[config.mk]
export PLATFORM = sky130hd
export DESIGN_NAME = primitive_assembler_flat
export DESIGN_NICKNAME = d
export VERILOG_FILES = /design/src/rtl/primitive_assembler_if.sv /design/src/rtl/primitive_assembler.sv /design/src/flat_wrapper.sv
export SDC_FILE = /design/constraint.sdc
export NUM_CORES = 2
export LEC_CHECK = 0
export CAP_MARGIN = 20
export CORE_AREA = 2 2 426 217
export DETAILED_ROUTE_END_ITERATION = 12
export DIE_AREA = 0 0 428 219
export GPL_TIMING_DRIVEN = 1
export HOLD_SLACK_MARGIN = 0.02
export PLACE_DENSITY = 0.55
export REMOVE_ABC_BUFFERS = 1
export SLEW_MARGIN = 15
export SYNTH_ARGS = -nofsm -noshare
export SYNTH_HDL_FRONTEND = slang
export SYNTH_SLANG_ARGS = --single-unit
[constraint.sdc]
create_clock -name CLK -period 5 [get_ports CLK]
set_input_delay 0.5 -clock CLK [delete_from_list [all_inputs] [get_ports CLK]]
set_output_delay 0.5 -clock CLK [all_outputs]
set_load 0.005 [all_outputs]
[src/rtl/primitive_assembler_if.sv]
// Decode-side strobes and rasterizer-side record stream of the primitive assembler.
interface primitive_assembler_if #(
    parameter int unsigned CNT_W = 5
);
    logic             SetVertex;
    logic [31:0]      Vertex;
    logic             StartPrimitive;
    logic [3:0]       PrimitiveType;
    logic             EndPrimitive;
    logic             Draw;
    logic             Prim_Ready;
    logic             Prim_Valid;
    logic [1:0]       Prim_Kind;
    logic [31:0]      Prim_V0;
    logic [31:0]      Prim_V1;
    logic [31:0]      Prim_V2;
    logic             Busy;
    logic             Done;
    logic             Error;
    logic [CNT_W-1:0] Vert_Count;

    modport master (
        output SetVertex, Vertex, StartPrimitive, PrimitiveType, EndPrimitive, Draw, Prim_Ready,
        input  Prim_Valid, Prim_Kind, Prim_V0, Prim_V1, Prim_V2, Busy, Done, Error, Vert_Count
    );

    modport slave (
        input  SetVertex, Vertex, StartPrimitive, PrimitiveType, EndPrimitive, Draw, Prim_Ready,
        output Prim_Valid, Prim_Kind, Prim_V0, Prim_V1, Prim_V2, Busy, Done, Error, Vert_Count
    );
endinterface

[src/rtl/primitive_assembler.sv]
// Buffers vertices between StartPrimitive/EndPrimitive and replays them on Draw
// as point/line/triangle records over a valid/ready stream.
module primitive_assembler #(
    parameter int unsigned MAX_VERTS = 16,
    parameter int unsigned CNT_W     = 5
) (
    input  logic                CLK,
    input  logic                RESET,
    primitive_assembler_if.slave bus
);
    localparam int unsigned     IDX_W   = $clog2(MAX_VERTS);
    localparam int unsigned     IX_W    = CNT_W + 2;
    localparam logic [CNT_W-1:0] MAX_CNT = CNT_W'(MAX_VERTS);

    localparam logic [3:0] PT_POINTS = 4'd0;
    localparam logic [3:0] PT_LINES  = 4'd1;
    localparam logic [3:0] PT_LSTRIP = 4'd2;
    localparam logic [3:0] PT_TRIS   = 4'd3;
    localparam logic [3:0] PT_TSTRIP = 4'd4;

    typedef enum logic [1:0] {IDLE, COLLECT, CLOSED, EMIT} state_t;

    state_t           state_q;
    logic [3:0]       ptype_q;
    logic [CNT_W-1:0] vert_cnt_q;
    logic [CNT_W-1:0] rec_idx_q;
    logic             valid_q;
    logic [1:0]       kind_q;
    logic [31:0]      v0_q, v1_q, v2_q;
    logic             busy_q, done_q, error_q;
    logic [31:0]      buf_q [MAX_VERTS];

    logic start, setv, endp, draw, bad_type, wr_en_c;
    assign start    = bus.StartPrimitive;
    assign setv     = bus.SetVertex;
    assign endp     = bus.EndPrimitive;
    assign draw     = bus.Draw;
    assign bad_type = bus.PrimitiveType > PT_TSTRIP;
    assign wr_en_c  = (state_q == COLLECT) && !start && setv && (vert_cnt_q != MAX_CNT);

    // Vertex storage; contents are don't-care after reset.
    always_ff @(posedge CLK) begin
        if (wr_en_c) begin
            buf_q[vert_cnt_q[IDX_W-1:0]] <= bus.Vertex;
        end
    end

    // Record count of the batch and buffer indices of record rec_idx_q.
    logic [IX_W-1:0]  rr;
    logic [IDX_W-1:0] i0, i1, i2;
    logic [CNT_W-1:0] rec_cnt;
    logic [1:0]       rec_kind;

    always_comb begin
        rr       = IX_W'(rec_idx_q);
        i0       = IDX_W'(rr);
        i1       = IDX_W'(rr);
        i2       = IDX_W'(rr);
        rec_cnt  = '0;
        rec_kind = 2'd0;
        case (ptype_q)
            PT_POINTS: begin
                rec_cnt = vert_cnt_q;
            end
            PT_LINES: begin
                rec_cnt  = vert_cnt_q >> 1;
                rec_kind = 2'd1;
                i0       = IDX_W'(rr << 1);
                i1       = IDX_W'((rr << 1) + IX_W'(1));
                i2       = IDX_W'((rr << 1) + IX_W'(1));
            end
            PT_LSTRIP: begin
                rec_cnt  = (vert_cnt_q == '0) ? '0 : vert_cnt_q - CNT_W'(1);
                rec_kind = 2'd1;
                i1       = IDX_W'(rr + IX_W'(1));
                i2       = IDX_W'(rr + IX_W'(1));
            end
            PT_TRIS: begin
                rec_cnt  = vert_cnt_q / CNT_W'(3);
                rec_kind = 2'd2;
                i0       = IDX_W'(rr + (rr << 1));
                i1       = IDX_W'(rr + (rr << 1) + IX_W'(1));
                i2       = IDX_W'(rr + (rr << 1) + IX_W'(2));
            end
            PT_TSTRIP: begin
                rec_cnt  = (vert_cnt_q < CNT_W'(2)) ? '0 : vert_cnt_q - CNT_W'(2);
                rec_kind = 2'd2;
                // Odd records swap the first two vertices to keep the winding consistent.
                if (rr[0]) begin
                    i0 = IDX_W'(rr + IX_W'(1));
                    i1 = IDX_W'(rr);
                end else begin
                    i0 = IDX_W'(rr);
                    i1 = IDX_W'(rr + IX_W'(1));
                end
                i2 = IDX_W'(rr + IX_W'(2));
            end
            default: begin
                rec_cnt = '0;
            end
        endcase
    end

    // Control FSM with registered outputs.
    always_ff @(posedge CLK or posedge RESET) begin
        if (RESET) begin
            state_q    <= IDLE;
            ptype_q    <= '0;
            vert_cnt_q <= '0;
            rec_idx_q  <= '0;
            valid_q    <= 1'b0;
            kind_q     <= 2'd0;
            v0_q       <= '0;
            v1_q       <= '0;
            v2_q       <= '0;
            busy_q     <= 1'b0;
            done_q     <= 1'b0;
            error_q    <= 1'b0;
        end else begin
            done_q <= 1'b0;
            case (state_q)
                IDLE: begin
                    if (start) begin
                        ptype_q    <= bus.PrimitiveType;
                        vert_cnt_q <= '0;
                        error_q    <= bad_type;
                        state_q    <= COLLECT;
                    end else if (setv || endp) begin
                        error_q <= 1'b1;
                    end
                end
                COLLECT: begin
                    if (start) begin
                        ptype_q    <= bus.PrimitiveType;
                        vert_cnt_q <= '0;
                        error_q    <= 1'b1;
                    end else if (setv) begin
                        if (vert_cnt_q == MAX_CNT) begin
                            error_q <= 1'b1;
                        end else begin
                            vert_cnt_q <= vert_cnt_q + CNT_W'(1);
                        end
                    end else if (endp) begin
                        state_q <= CLOSED;
                    end else if (draw) begin
                        error_q <= 1'b1;
                    end
                end
                CLOSED: begin
                    if (start) begin
                        ptype_q    <= bus.PrimitiveType;
                        vert_cnt_q <= '0;
                        error_q    <= error_q | bad_type;
                        state_q    <= COLLECT;
                    end else if (setv || endp) begin
                        error_q <= 1'b1;
                    end else if (draw) begin
                        rec_idx_q <= '0;
                        busy_q    <= 1'b1;
                        state_q   <= EMIT;
                    end
                end
                EMIT: begin
                    if (start || setv || endp || draw) begin
                        error_q <= 1'b1;
                    end
                    // Advance when nothing is presented yet or the current record transfers.
                    if (!valid_q || bus.Prim_Ready) begin
                        if (rec_idx_q == rec_cnt) begin
                            valid_q    <= 1'b0;
                            done_q     <= 1'b1;
                            busy_q     <= 1'b0;
                            vert_cnt_q <= '0;
                            state_q    <= IDLE;
                        end else begin
                            valid_q   <= 1'b1;
                            kind_q    <= rec_kind;
                            v0_q      <= buf_q[i0];
                            v1_q      <= buf_q[i1];
                            v2_q      <= buf_q[i2];
                            rec_idx_q <= rec_idx_q + CNT_W'(1);
                        end
                    end
                end
                default: begin
                    state_q <= IDLE;
                end
            endcase
        end
    end

    assign bus.Prim_Valid = valid_q;
    assign bus.Prim_Kind  = kind_q;
    assign bus.Prim_V0    = v0_q;
    assign bus.Prim_V1    = v1_q;
    assign bus.Prim_V2    = v2_q;
    assign bus.Busy       = busy_q;
    assign bus.Done       = done_q;
    assign bus.Error      = error_q;
    assign bus.Vert_Count = vert_cnt_q;
endmodule

[src/flat_wrapper.sv]
// flat-port wrapper written by rule: the top's interface ports become plain ports
module primitive_assembler_flat 
#(
    parameter int unsigned MAX_VERTS = 16,
    parameter int unsigned CNT_W     = 5
)
  (CLK, RESET, bus_SetVertex, bus_Vertex, bus_StartPrimitive, bus_PrimitiveType, bus_EndPrimitive, bus_Draw, bus_Prim_Ready, bus_Prim_Valid, bus_Prim_Kind, bus_Prim_V0, bus_Prim_V1, bus_Prim_V2, bus_Busy, bus_Done, bus_Error, bus_Vert_Count);
  primitive_assembler_if #(.CNT_W(CNT_W)) bus_i ();
  input  logic CLK;
  input  logic RESET;
  input wire logic [$bits(bus_i.SetVertex)-1:0] bus_SetVertex;
  input wire logic [$bits(bus_i.Vertex)-1:0] bus_Vertex;
  input wire logic [$bits(bus_i.StartPrimitive)-1:0] bus_StartPrimitive;
  input wire logic [$bits(bus_i.PrimitiveType)-1:0] bus_PrimitiveType;
  input wire logic [$bits(bus_i.EndPrimitive)-1:0] bus_EndPrimitive;
  input wire logic [$bits(bus_i.Draw)-1:0] bus_Draw;
  input wire logic [$bits(bus_i.Prim_Ready)-1:0] bus_Prim_Ready;
  output wire logic [$bits(bus_i.Prim_Valid)-1:0] bus_Prim_Valid;
  output wire logic [$bits(bus_i.Prim_Kind)-1:0] bus_Prim_Kind;
  output wire logic [$bits(bus_i.Prim_V0)-1:0] bus_Prim_V0;
  output wire logic [$bits(bus_i.Prim_V1)-1:0] bus_Prim_V1;
  output wire logic [$bits(bus_i.Prim_V2)-1:0] bus_Prim_V2;
  output wire logic [$bits(bus_i.Busy)-1:0] bus_Busy;
  output wire logic [$bits(bus_i.Done)-1:0] bus_Done;
  output wire logic [$bits(bus_i.Error)-1:0] bus_Error;
  output wire logic [$bits(bus_i.Vert_Count)-1:0] bus_Vert_Count;
  assign bus_i.SetVertex = bus_SetVertex;
  assign bus_i.Vertex = bus_Vertex;
  assign bus_i.StartPrimitive = bus_StartPrimitive;
  assign bus_i.PrimitiveType = bus_PrimitiveType;
  assign bus_i.EndPrimitive = bus_EndPrimitive;
  assign bus_i.Draw = bus_Draw;
  assign bus_i.Prim_Ready = bus_Prim_Ready;
  assign bus_Prim_Valid = bus_i.Prim_Valid;
  assign bus_Prim_Kind = bus_i.Prim_Kind;
  assign bus_Prim_V0 = bus_i.Prim_V0;
  assign bus_Prim_V1 = bus_i.Prim_V1;
  assign bus_Prim_V2 = bus_i.Prim_V2;
  assign bus_Busy = bus_i.Busy;
  assign bus_Done = bus_i.Done;
  assign bus_Error = bus_i.Error;
  assign bus_Vert_Count = bus_i.Vert_Count;
  primitive_assembler #(.MAX_VERTS(MAX_VERTS), .CNT_W(CNT_W)) u_core (.CLK(CLK), .RESET(RESET), .bus(bus_i));
endmodule
== Word level (Yosys, flattened, before mapping) ==
Memory sizes are Yosys's and may differ from the RTL's. A register that Yosys moved wholly into a read port is not among the register bits.
Cells that the tools add are included.
Operators by class
  add/sub/neg operators: 10
  multiply operators: 0
  divide/modulo/power cells: 1
  order comparisons: 2
  equality and inequality tests: 29
  shifts and indexed selects: 0
  multiplexer cells: 53
  bitwise operators: 2
  reduce and logical (&&, ||, !) cells: 26
Operators by type and width (number)
  2-to-1 mux 5 bit: 13
  one-hot mux 4 bit (4 select lines): 2
  one-hot mux 5 bit (5 select lines): 1
  2-to-1 mux 1 bit: 19
  2-to-1 mux 2 bit: 9
  inequality test 2 bit (second input constant): 8
  one-hot mux 5 bit (3 select lines): 1
  adder 4 x 1 -> 4 bit (second input constant): 3
  inequality test 3 bit (second input constant): 4
  inequality test 4 bit (second input constant): 3
  one-hot mux 4 bit (3 select lines): 1
  AND reduction 6 bit: 2
  adder 5 x 1 -> 5 bit (second input constant): 2
  one-hot mux 5 bit (2 select lines): 1
  adder 4 x 2 -> 4 bit (second input constant): 2
  == test 4 x 2 -> 1 bit (second input constant): 2
  2-to-1 mux 4 bit: 2
  inequality test 2 x 1 -> 1 bit (second input constant): 4
  one-hot mux 2 bit (4 select lines): 1
  AND reduction 8 bit: 1
  OR reduction 2 bit: 3
  divider 5 x 2 -> 5 bit (second input constant): 1
  == test 5 bit: 1
  == test 5 bit (second input constant): 1
  27 further kinds: 36
Word-level totals
  bits in registers: 22
  latch bits: 0
  bits in writable memories: 512
  bits in read-only memories: 0
  input bits: 43
  output and inout bits: 107
  logic and storage cells: 133
  memories: 1
Memories
  u_core.buf_q: depth 16, bits a word 32, read ports 3, clocked after Yosys merged registers in 3, wr ports 1, RTL line primitive_assembler.sv:31  | logic [31:0] buf_q [MAX_VERTS];

== Depth between registers and ports, before layout ==
  depth in word-level cells: 7
  depth in mapped cells: 20

== Least setup slack after synthesis ==
Ideal clock, no wire load.
  path type: flip-flop to flip-flop
  start point: reg u_core.vert_cnt_q[1] (netlist: u_core.bus.Vert_Count[1])
  end point: mem u_core.buf_q[0][0] (enable)
  setup time: 502 ps
  arrival: 4328 ps
  required time: 4498 ps
  path slack: 171 ps
  cell stages (with the launch flop): 6
  cells stage by stage: dfrtp_1 > clkbuf_1 > inv_1 > ha_1 > inv_1 > nor4_1
On the way
  cells in the longest elaborated chain, start to end: 4
Ends and longest elaborated chain
  start: declaration: RTL line primitive_assembler.sv:25  | logic [CNT_W-1:0] vert_cnt_q;
  start signal: assignment: RTL line primitive_assembler.sv:141  | vert_cnt_q <= vert_cnt_q + CNT_W'(1);
  inequality test 5 bit: RTL line primitive_assembler.sv:39  | assign wr_en_c = (state_q == COLLECT) && !start && setv && (vert_cnt_q != MAX_CNT);
  logical AND 1 bit: RTL line primitive_assembler.sv:39
  2-to-1 mux 1 bit: RTL line primitive_assembler.sv:43  | if (wr_en_c) begin
  2-to-1 mux 1 bit (implied by the code): RTL line primitive_assembler.sv:44  | buf_q[vert_cnt_q[IDX_W-1:0]] <= bus.Vertex;
  end: declaration: RTL line primitive_assembler.sv:31
Parallel ways exist; a longest one is shown, timed or not.

== Final worst setup path ==
  start point: reg u_core.vert_cnt_q[0] (netlist: u_core.bus.Vert_Count[0])
  end point: reg u_core.v0_q[14] (netlist: u_core.bus.Prim_V0[14]) (read register of u_core.buf_q)
On the way
  cells in the longest elaborated chain, start to end: 6
  elaborated cells between the ends (all ways): 11
Ends and longest elaborated chain
  parallel branches: the longest is 2 deep, another holds divider 5 x 2 -> 5 bit
  one-hot mux 5 bit (5 select lines) *: RTL line primitive_assembler.sv:61  | case (ptype_q)
  == test 5 bit *: RTL line primitive_assembler.sv:169  | if (rec_idx_q == rec_cnt) begin
  NOT 1 bit (no source line) *
  AND reduction 3 bit (no source line) *
  end: declaration: RTL line primitive_assembler.sv:29  | logic [31:0] v0_q, v1_q, v2_q;
Every way passes the cells marked *.
A chain may end at the register's enable or synchronous reset.

==> metrics.md <==
| Metric | Value |
|---|---|
| Total power per unit cell area | around 750 mW/mm^2 |
| Post-CTS Setup Inserts | 0 |
| Crit share post-route | a little under 90% |
| TritonCTS clock tree | done |
| Drt drc | 0 |
| Maximum VDD drop | 0.00107 V |
| Initial antenna violation count | 3 |
| Post-DP Area | between 0.03 and 0.04 sq mm |
| Setup TNS | 0 ns |
| Initial DRC count | about 3.7k |
| Syn_area_per_cell | just under 10 sq um |
| Synth-to-layout area growth | 14.6% |
| Layout Nets | roughly 3.8k |
| Lkg Pwr | approximately 14 nW |
| Wire length on met3 | approximately 12000 microns |
| WL final | roughly 120000 microns |
| Hpwl dp | roughly 70000 microns |
| WL met2 | between 50000 and 60000 microns |
| Initial Utilization | between 30% and 40% |
| Post-route core utilization | between 40% and 50% |
| Routed vias | approximately 30k |
| Number of buffers created by CTS | roughly 60 |
| Final hold violations | 0 |
| Synthesized area | 0.0357 sq mm |
| Register area share after synthesis | 51.3% |
| CP endpoint kind | register |
| Core ar. | about 0.09 sq mm |
| Std cell rows | between 70 and 80 |
| Die height | 219 microns |
| Clock Latency Late Sink | between 0.6 and 0.7 ns |
| Die area | around 0.094 sq mm |
| Tmin final | between 4 and 5 ns |
| Number of routed nets with antenna violations | 0 |
| Root buffer cell | clkbuf_16 |
| Crit-path slowest cell | o221ai_1 |
| FF+latch count, synth | 630 |
| Vias per cell | around 6.1 |
| CTS H-tree lvls | 2 |
| Worst setup SP type | register |
| Share of post-route cells with drive strength above 1 | 8.26% |
| Deepest clock path buffer count | 3 |
| Grt ovf | 0 |
| Slew Limit Fails | 0 |
| Hold buffer count at CTS | 0 |
| Clk slew on worst S/H paths | approximately 0.07 ns |
| RSZ-0062 raised after global routing | no |
| Number of global-route vias before repair | between 20k and 30k |
| Tot Pwr | just over 30 mW |
| GRT Util Overall | about a quarter |
| Fraction of registers with async set or reset after synthesis | 18.7% |
| Die W | between 400 and 500 microns |
| Pre-CTS setup slack | 0.711 ns |
| Peak per-stage delay on the critical path | between 0.4 and 0.5 ns |
| Req. time, crit path | between 5 and 6 ns |
| Boundary Pins | 150 |
| Slew of the pin with the lowest slew margin | about 1 ns |
| M1 WL | between 50000 and 60000 microns |
| Fmax | 226 MHz |
| Hold Path Class | input pin to async pin |
| Worst Path Arrival | around 5 ns |
| Top_reg_cell synth | edfxtp_1 |
| Top Metal Used | met4 |
| Largest net degree at the start of global routing | 138 |
| First-pass GRT wire length | roughly 190000 microns |
| Drt pass-1 iters | 5 |
| Setup ws final | about 0.58 ns |
| Status | complete, no violations |
| Clk sinks | 630 |
| Max Cap Violations | 0 |
| Drt wl/cell | about 25 microns |
| Netlist cell types | 74 |
| Synth Warn # | 0 |
| EDFF count, synth | about 510 |
| Post-cts sizing count | 0 |
| IO Port Bufs | 149 |
| Relative slew slack | approximately a third |
| Critical path, cell by cell | inv_1 -> ha_1 -> nand2_1 -> o221ai_1 -> a21oi_1 -> xnor2_1 -> ha_1 -> nand2_1 -> nor3b_1 -> a311o_1 -> a211oi_1 -> a211o_1 -> xnor2_2 -> a21oi_4 -> buf_4 -> mux2_2 |
| Fillers | about 8.4k |
| Design area | approximately 0.04 sq mm |
| Crit Path Max Fanout | 23 |
| Routability congestion estimate | 0.858 |
| Clock Skew | around 0.021 ns |
| # setup viols final | 0 |
| Crit Path Class | register to register |
| Post-Syn Instances | about 3.7k |
cells by family (layout without fill, tap and decap cells):
family | Yosys count | in the layout | share of synthesized area (%)
AO/OA/AOI/OAI | 1101 | 1101 | 22.0
multiplexers | 77 | 77 | 2.42
other | 0 | 4 | 0
flip-flops | 630 | 630 | 51.3
AND/OR/NAND/NOR | 1511 | 1511 | 19.1
XOR/XNOR | 14 | 14 | 0.364
buffers and inverters | 370 | 390 | 4.19
adder cells (fa/ha/maj) | 17 | 17 | 0.617
stage by stage:
stage                     cells  hold slack [ns]
after global placement     4827            0.467
after detailed placement   4827            0.475
after global routing       4943            0.303
after floorplan            3364            0.466
final                      4944            0.279
after CTS                  4940            0.276
synthesized netlist by cell type, types with 4 or more instances:
cell type	count	area share, %
nand2_1	989	10
edfxtp_1	512	43
a211oi_1	389	8.2
and2_1	325	5.7
clkbuf_1	296	3.1
a31oi_1	164	2.9
a311oi_1	161	3.9
a21oi_1	158	2.2
dfrtp_1	118	8.3
nand3_1	77	1.1
o211ai_1	65	1.4
mux2_2	55	1.7
o21ai_0	44	0.62
nor2_1	41	0.43
nor2b_1	35	0.61
a211o_1	33	0.81
buf_2	32	0.45
a31o_1	25	0.61
mux2_1	19	0.60
ha_1	16	0.56
buf_1	14	0.15
inv_1	13	0.14
buf_4	10	0.21
xnor2_1	10	0.25
a31o_2	8	0.20
nor3_1	8	0.11
o21ai_1	8	0.11
nand2b_1	6	0.11
o22ai_1	6	0.11
nor3b_1	5	0.11
buf_6	4	0.13
nand3b_1	4	0.084
worst max-delay path, delay by kind of cell (launching register included):
kind                       cells  cell delay (ns)
AOI/OAI and AO/OA              6             1.51
adders and majority gates      2             0.57
xor gates and xnor gates       2             0.56
buffers and inverters          2             0.54
DFF                            1             0.38
muxes                          1             0.38
and+or+nand+nor                3             0.34
path summary, 6_finish.rpt:
kind	from	to	slack (ns)	cells after the start
setup reg to reg	u_core.bus.Vert_Count[0]	u_core.bus.Prim_V0[14]	0.58	16
setup / recovery	u_core.bus.Vert_Count[0]	u_core.bus.Prim_V0[14]	0.58	16
max in group asynchronous	RESET	u_core.bus.Prim_V2[18]	3.63	3
hold / removal	RESET	u_core.rec_idx_q[0]	0.28	2
min in group CLK	u_core.bus.Prim_V0[0]	u_core.bus.Prim_V0[0]	0.48	1
hold reg to reg	u_core.bus.Prim_V0[0]	u_core.bus.Prim_V0[0]	0.48	1
where the power goes:
part | switching (mW) | internal (mW) | total, mW | leakage (nW)
Combinational | 12.2 | 6.86 | 19.1 | 7.02
Clock | 2.12 | 2.59 | 4.71 | 0.954
Sequential | 0.471 | 6.26 | 6.73 | 6.03
state kept, by name, summed over array words and instances, names as in the netlist, 2 cells and up:
register	count
u_core.bus.Prim_V1	32
u_core.buf_q	512
u_core.rec_idx_q	5
u_core.state_q	2
u_core.bus.Prim_V0	32
u_core.bus.Vert_Count	5
u_core.bus.Prim_Kind	2
u_core.bus.Prim_V2	32
u_core.ptype_q	4
layout make-up:
| cell class | count | area [sq um] | area share (%) |
|---|---|---|---|
| tap | 1200 | 1500 | 3.67 |
| multi-input combinational | 2720 | 16200 | 39.6 |
| clock buffer | 84 | 1670 | 4.09 |
| sequential | 630 | 18300 | 44.8 |
| inverter | 14 | 57.6 | 0.141 |
| antenna | 4 | 10.0 | 0.0245 |
| clock inverter | 29 | 280 | 0.685 |
| timing repair buffer | 263 | 2890 | 7.05 |
metal layers:
layer / vias up / GRT usage (%)
met5: - / 0
met4: 0 / 6.35
met3: 176 / 5.71
met2: 1569 / 38.2
met1: 14700 / 39.2
li1: 13800 / -
layout by cell type, fill, tap and decap left out, types with 11 or more instances in the layout:
master and n:
a31o_1 25, a31oi_1 164, clkbuf_1 17, inv_1 12
mux2_1 19, nand2_1 989, ha_1 16, buf_12 43
a21oi_1 155, edfxtp_1 512, a311oi_1 161, nor2b_1 35
clkinv_2 11, mux2_2 55, o211ai_1 65, nand3_1 77
a211oi_1 387, buf_4 71, clkbuf_16 61, clkdlybuf4s50_1 149
and2_1 325, nor2_1 26, o21ai_0 44, nor2_4 15
a211o_1 33, dfrtp_1 118
(Power assumes the default switching activity.)
